`config.mk`:
```
export PLATFORM = sky130hd
export DESIGN_NAME = spi_flash_arbiter
export DESIGN_NICKNAME = d
export VERILOG_FILES = /design/src/rtl/spi_flash_arbiter.sv
export SDC_FILE = /design/constraint.sdc
export NUM_CORES = 1
export LEC_CHECK = 0
export CAP_MARGIN = 30
export CORE_UTILIZATION = 57
export CTS_CLUSTER_DIAMETER = 50
export DETAILED_ROUTE_END_ITERATION = 10
export PLACE_DENSITY = 0.84
export RECOVER_POWER = 100
export SLEW_MARGIN = 20
export SYNTH_ARGS = -nofsm -noshare
export SYNTH_HDL_FRONTEND = slang
export SYNTH_SLANG_ARGS = --single-unit
export TNS_END_PERCENT = 100
```
`constraint.sdc`:
```
create_clock -name clk_i -period 3.3 [get_ports clk_i]
set_input_delay 0.495 -clock clk_i [delete_from_list [all_inputs] [get_ports clk_i]]
set_output_delay 0.495 -clock clk_i [all_outputs]
set_load 0.005 [all_outputs]
```
`src/rtl/spi_flash_arbiter.sv`:
```
// Arbitrates the SPI flash pads between spimemio (XIP) and the SPI host.
// Optional starvation timeout pulse enabled by SPI_FLASH_ARB_TIMEOUT_EN.
module spi_flash_arbiter #(
  parameter int IDLE_CYCLES = 4,
  parameter int TIMEOUT     = 1024,
  parameter int NUM_CS      = 2
) (
  input  logic              clk_i,
  input  logic              rst_i,
  input  logic              memio_req_i,
  output logic              memio_gnt_o,
  input  logic              host_req_i,
  output logic              host_gnt_o,
  input  logic [NUM_CS-1:0] memio_csb_i,
  input  logic [NUM_CS-1:0] host_csb_i,
  output logic              use_spimemio_o,
  output logic              busy_o,
  output logic              timeout_intr_o
);

  typedef enum logic [1:0] {
    IDLE,
    GNT_MEMIO,
    GNT_HOST,
    DRAIN
  } state_t;

  localparam logic [8:0] IDLE_LIM = 9'(IDLE_CYCLES);

  state_t            state;
  logic              last_memio;
  logic [7:0]        idle_cnt;
  logic [NUM_CS-1:0] old_csb;
  logic              csb_idle;
  logic              drain_done;

  // Only the previous owner's chip selects matter while draining.
  assign old_csb    = last_memio ? memio_csb_i : host_csb_i;
  assign csb_idle   = &old_csb;
  assign drain_done = (state == DRAIN) && csb_idle &&
                      (({1'b0, idle_cnt} + 9'd1) >= IDLE_LIM);

  always_ff @(posedge clk_i) begin
    if (rst_i) begin
      state          <= IDLE;
      memio_gnt_o    <= 1'b0;
      host_gnt_o     <= 1'b0;
      use_spimemio_o <= 1'b0;
      busy_o         <= 1'b0;
      last_memio     <= 1'b0;
      idle_cnt       <= '0;
    end else begin
      unique case (state)
        IDLE: begin
          if (memio_req_i && (!host_req_i || !last_memio)) begin
            state          <= GNT_MEMIO;
            memio_gnt_o    <= 1'b1;
            use_spimemio_o <= 1'b1;
            busy_o         <= 1'b1;
          end else if (host_req_i) begin
            state          <= GNT_HOST;
            host_gnt_o     <= 1'b1;
            use_spimemio_o <= 1'b0;
            busy_o         <= 1'b1;
          end
        end
        GNT_MEMIO: begin
          if (!memio_req_i) begin
            state       <= DRAIN;
            memio_gnt_o <= 1'b0;
            last_memio  <= 1'b1;
            idle_cnt    <= '0;
          end
        end
        GNT_HOST: begin
          if (!host_req_i) begin
            state      <= DRAIN;
            host_gnt_o <= 1'b0;
            last_memio <= 1'b0;
            idle_cnt   <= '0;
          end
        end
        DRAIN: begin
          if (!csb_idle) begin
            idle_cnt <= '0;
          end else begin
            if (idle_cnt != 8'hff) idle_cnt <= idle_cnt + 8'd1;
            if (drain_done) begin
              state  <= IDLE;
              busy_o <= 1'b0;
            end
          end
        end
        default: state <= IDLE;
      endcase
    end
  end

`ifdef SPI_FLASH_ARB_TIMEOUT_EN
  localparam int TW = $clog2(TIMEOUT + 1);
  localparam logic [TW-1:0] TO_LIM  = TW'(TIMEOUT);
  localparam logic [TW-1:0] TO_LAST = TW'(TIMEOUT - 1);

  logic [TW-1:0] wait_cnt;
  logic          waiting;

  always_comb begin
    waiting = 1'b0;
    unique case (state)
      GNT_MEMIO: waiting = host_req_i;
      GNT_HOST:  waiting = memio_req_i;
      DRAIN:     waiting = last_memio ? host_req_i : memio_req_i;
      default:   waiting = 1'b0;
    endcase
  end

  // Saturates at TIMEOUT so the pulse fires once per wait episode.
  always_ff @(posedge clk_i) begin
    if (rst_i || !waiting || drain_done) begin
      wait_cnt       <= '0;
      timeout_intr_o <= 1'b0;
    end else if (wait_cnt != TO_LIM) begin
      wait_cnt       <= wait_cnt + 1'b1;
      timeout_intr_o <= (wait_cnt == TO_LAST);
    end else begin
      timeout_intr_o <= 1'b0;
    end
  end
`else
  assign timeout_intr_o = 1'b0;
`endif

endmodule
```
==> results.yml <==
floorplanning:
  die_w_um: 43.2
  ios: 13
  rows: 14
  fp.coreArea_um2: 1540
  die-area_um2: 1870
  die_h_um: 43.2
  initial_utilization: 0.628
synth:
  async_flop_share: 0
  syn_area_um2: 968
  synth_cell_types: 44
  yosysWarnings: 0
  avgSynthCellArea_um2: 8.35
  synth-edff-count: 0
  synth_top_area_share: 0.310
  syn_inst: 116
  yosys-top-cells-area: "dfxtp_1, ha_1, a21oi_1"
  synth_top_cell_by_area: "dfxtp_1"
  ys_seq_area_frac: 0.310
  syn_nets: 130
  synth-main-ff-cell: "dfxtp_1"
  ys_ff_latch: 15
clock_tree:
  clk_pin_slew_ns: 0.10
  postCtsHoldBufs: 0
  clockBufferDepth: 2
  numClockSinks: 15
  cts_tree: "done"
  postCtsSetupRepairBufs: 0
  cts_buffers: 3
  clk_latency_ns: 0.29
  clk_root_buffer_cell: "clkbuf_4"
  cts_resized: 0
  htree_levels: 1
final_layout:
  stdcell_count: 142
  n_antenna_cell: 0
  n_fill_cell: 139
  layout_common_cells: "dfxtp_1, nand2_1, a21oi_1"
  drive_above_1_share: 0.0873
  final_area_um2: 1080
  area_growth_syn_to_layout_pct: 11.4
  nets: 141
  layout.cells.most_common: "dfxtp_1"
pwr:
  pwr-share-comb: 0.439
  internal-power_mw: 0.373
  peakVddDrop_mv: 0.378
  p_per_area_nw_per_um2: 562
  power_frac_seq: 0.382
  switching_share: 0.385
  p_sw_mw: 0.233
  p_leak_nw: 0.393
  clkPwrFrac: 0.179
critical_path:
  path_max_fanout: 9
  startpoint_type: "input port"
  worstPathRequired_ns: 3.46
  endpoint_kind: "flop"
  critPathArrivalTime_ns: 2.24
  path_class: "in2reg"
global_route:
  grt_first_pass_wirelength_um: 3600
  grt_pass1_vias: 879
  grtUsageTotal: 0.256
  grt_max_degree: 17
  antenna_found_initial: 0
  overflow: 0
routing:
  wl_per_cell_um: 14.2
  drc: 0
  first_pass_iters: 4
  drt_iter0_drc: 14
  vias: 889
  wirelength_um: 2020
  ant_nets: 0
  avgViaCountPerCell: 6.26
timing:
  post-route-min-period_ns: 2.07
  slew_violations: 0
  setup_viol: 0
  rsz0062_at_grt: "false"
  slew-limit-headroom: 0.586
  hold_violations: 0
  worst-slew-pin-transition_ns: 0.618
  setup_tns_ns: 0
  fin_skew_ns: 0.00672
  fmax_ghz: 0.482
  fin_crit_sh: 0.628
placed_design:
  io_buffer_count: 11
  placed_cells: 138
  dpl-instance-area_um2: 1070
  dp_hpwl_um: 1480
  place_congestion: 0.810
status:
  status: "completed"
min_path:
  hp-class: "reg2reg"
flow_run:
  drv_cap: 0
-- sequential cells by signal, indices dropped and copies added, names as in the netlist --
register        count
busy_o              1
last_memio          1
use_spimemio_o      1
state               2
memio_gnt_o         1
host_gnt_o          1
idle_cnt            8
-- cell families after synthesis --
kind of cell	Yosys count	synth area share
AO/OA/AOI/OAI	43	0.317
AND/OR/NAND/NOR	41	0.234
flip-flops	15	0.310
buffers and inverters	9	0.0478
adder cells (fa/ha/maj)	6	0.0775
multiplexers	1	0.0103
other	1	0.00387
-- worst max-delay path: stages --
cell           delay, ns
dlygate4sd3_1       0.60
a22o_1              0.26
nor2_1              0.41
o21ai_0             0.23
a22oi_1             0.18
nor2_1              0.05
-- path summary, 6_finish.rpt --
| check | from | endpoint | slack, ns | depth (start not counted) |
|---|---|---|---|---|
| setup reg to reg | idle_cnt[0] | state[1] | 1.23 | 6 |
| hold reg to reg | use_spimemio_o | use_spimemio_o | 0.47 | 2 |
| hold / removal | use_spimemio_o | use_spimemio_o | 0.47 | 2 |
| setup / recovery | memio_req_i | idle_cnt[1] | 1.23 | 6 |
-- routing by layer --
metal / track usage / vias up / part of all wire
li1: - / 459 / -
met1: 0.301 / 403 / 0.45
met2: 0.436 / 20 / 0.49
met3: 0.0383 / 7 / 0.026
met4: 0.145 / 0 / 0.033
met5: 0 / - / 0
-- cell type report --
cell class / count / area [um^2] / area share
multi-input cells: 92 / 606 / 0.561
flip-flops and latches: 15 / 300 / 0.278
repair buffers: 11 / 110 / 0.102
clock buffers: 3 / 22.5 / 0.0209
well taps: 16 / 20.0 / 0.0186
inverters: 4 / 15.0 / 0.0139
clock inverters: 1 / 5.00 / 0.00464
-- cell usage after synthesis, types with 2 or more instances --
library cell  number
a211oi_1           4
a21boi_1           2
a21oi_1           11
a31oi_1            2
a41oi_1            3
and3_1             2
and4_4             2
buf_4              3
dfxtp_1           15
ha_1               6
inv_1              4
nand2_1           11
nand3_1            2
nand3b_1           2
nor2_1             8
nor3_1             3
nor3b_1            2
o21ai_0            8
-- through the flow --
stage          utilization  total power, mW  setup slack (ns)  hold slack (ns)
2_1_floorplan            -            0.433              1.60            0.453
3_5_place_dp         0.692            0.514              1.13            0.464
4_1_cts              0.710            0.625              1.40            0.481
3_3_place_gp         0.692            0.505              1.19            0.445
6_report             0.700            0.606              1.23            0.474
5_1_grt              0.700            0.650              1.06            0.511
-- power groups by stage --
stage | registers, mW | logic (mW) | clock network [mW]
after floorplan | 0.233 | 0.200 | 0
after global placement | 0.234 | 0.271 | 0
after detailed placement | 0.236 | 0.278 | 0
after CTS | 0.232 | 0.280 | 0.113
after global routing | 0.235 | 0.297 | 0.118
final | 0.231 | 0.266 | 0.109
(Power assumes the default switching activity.)
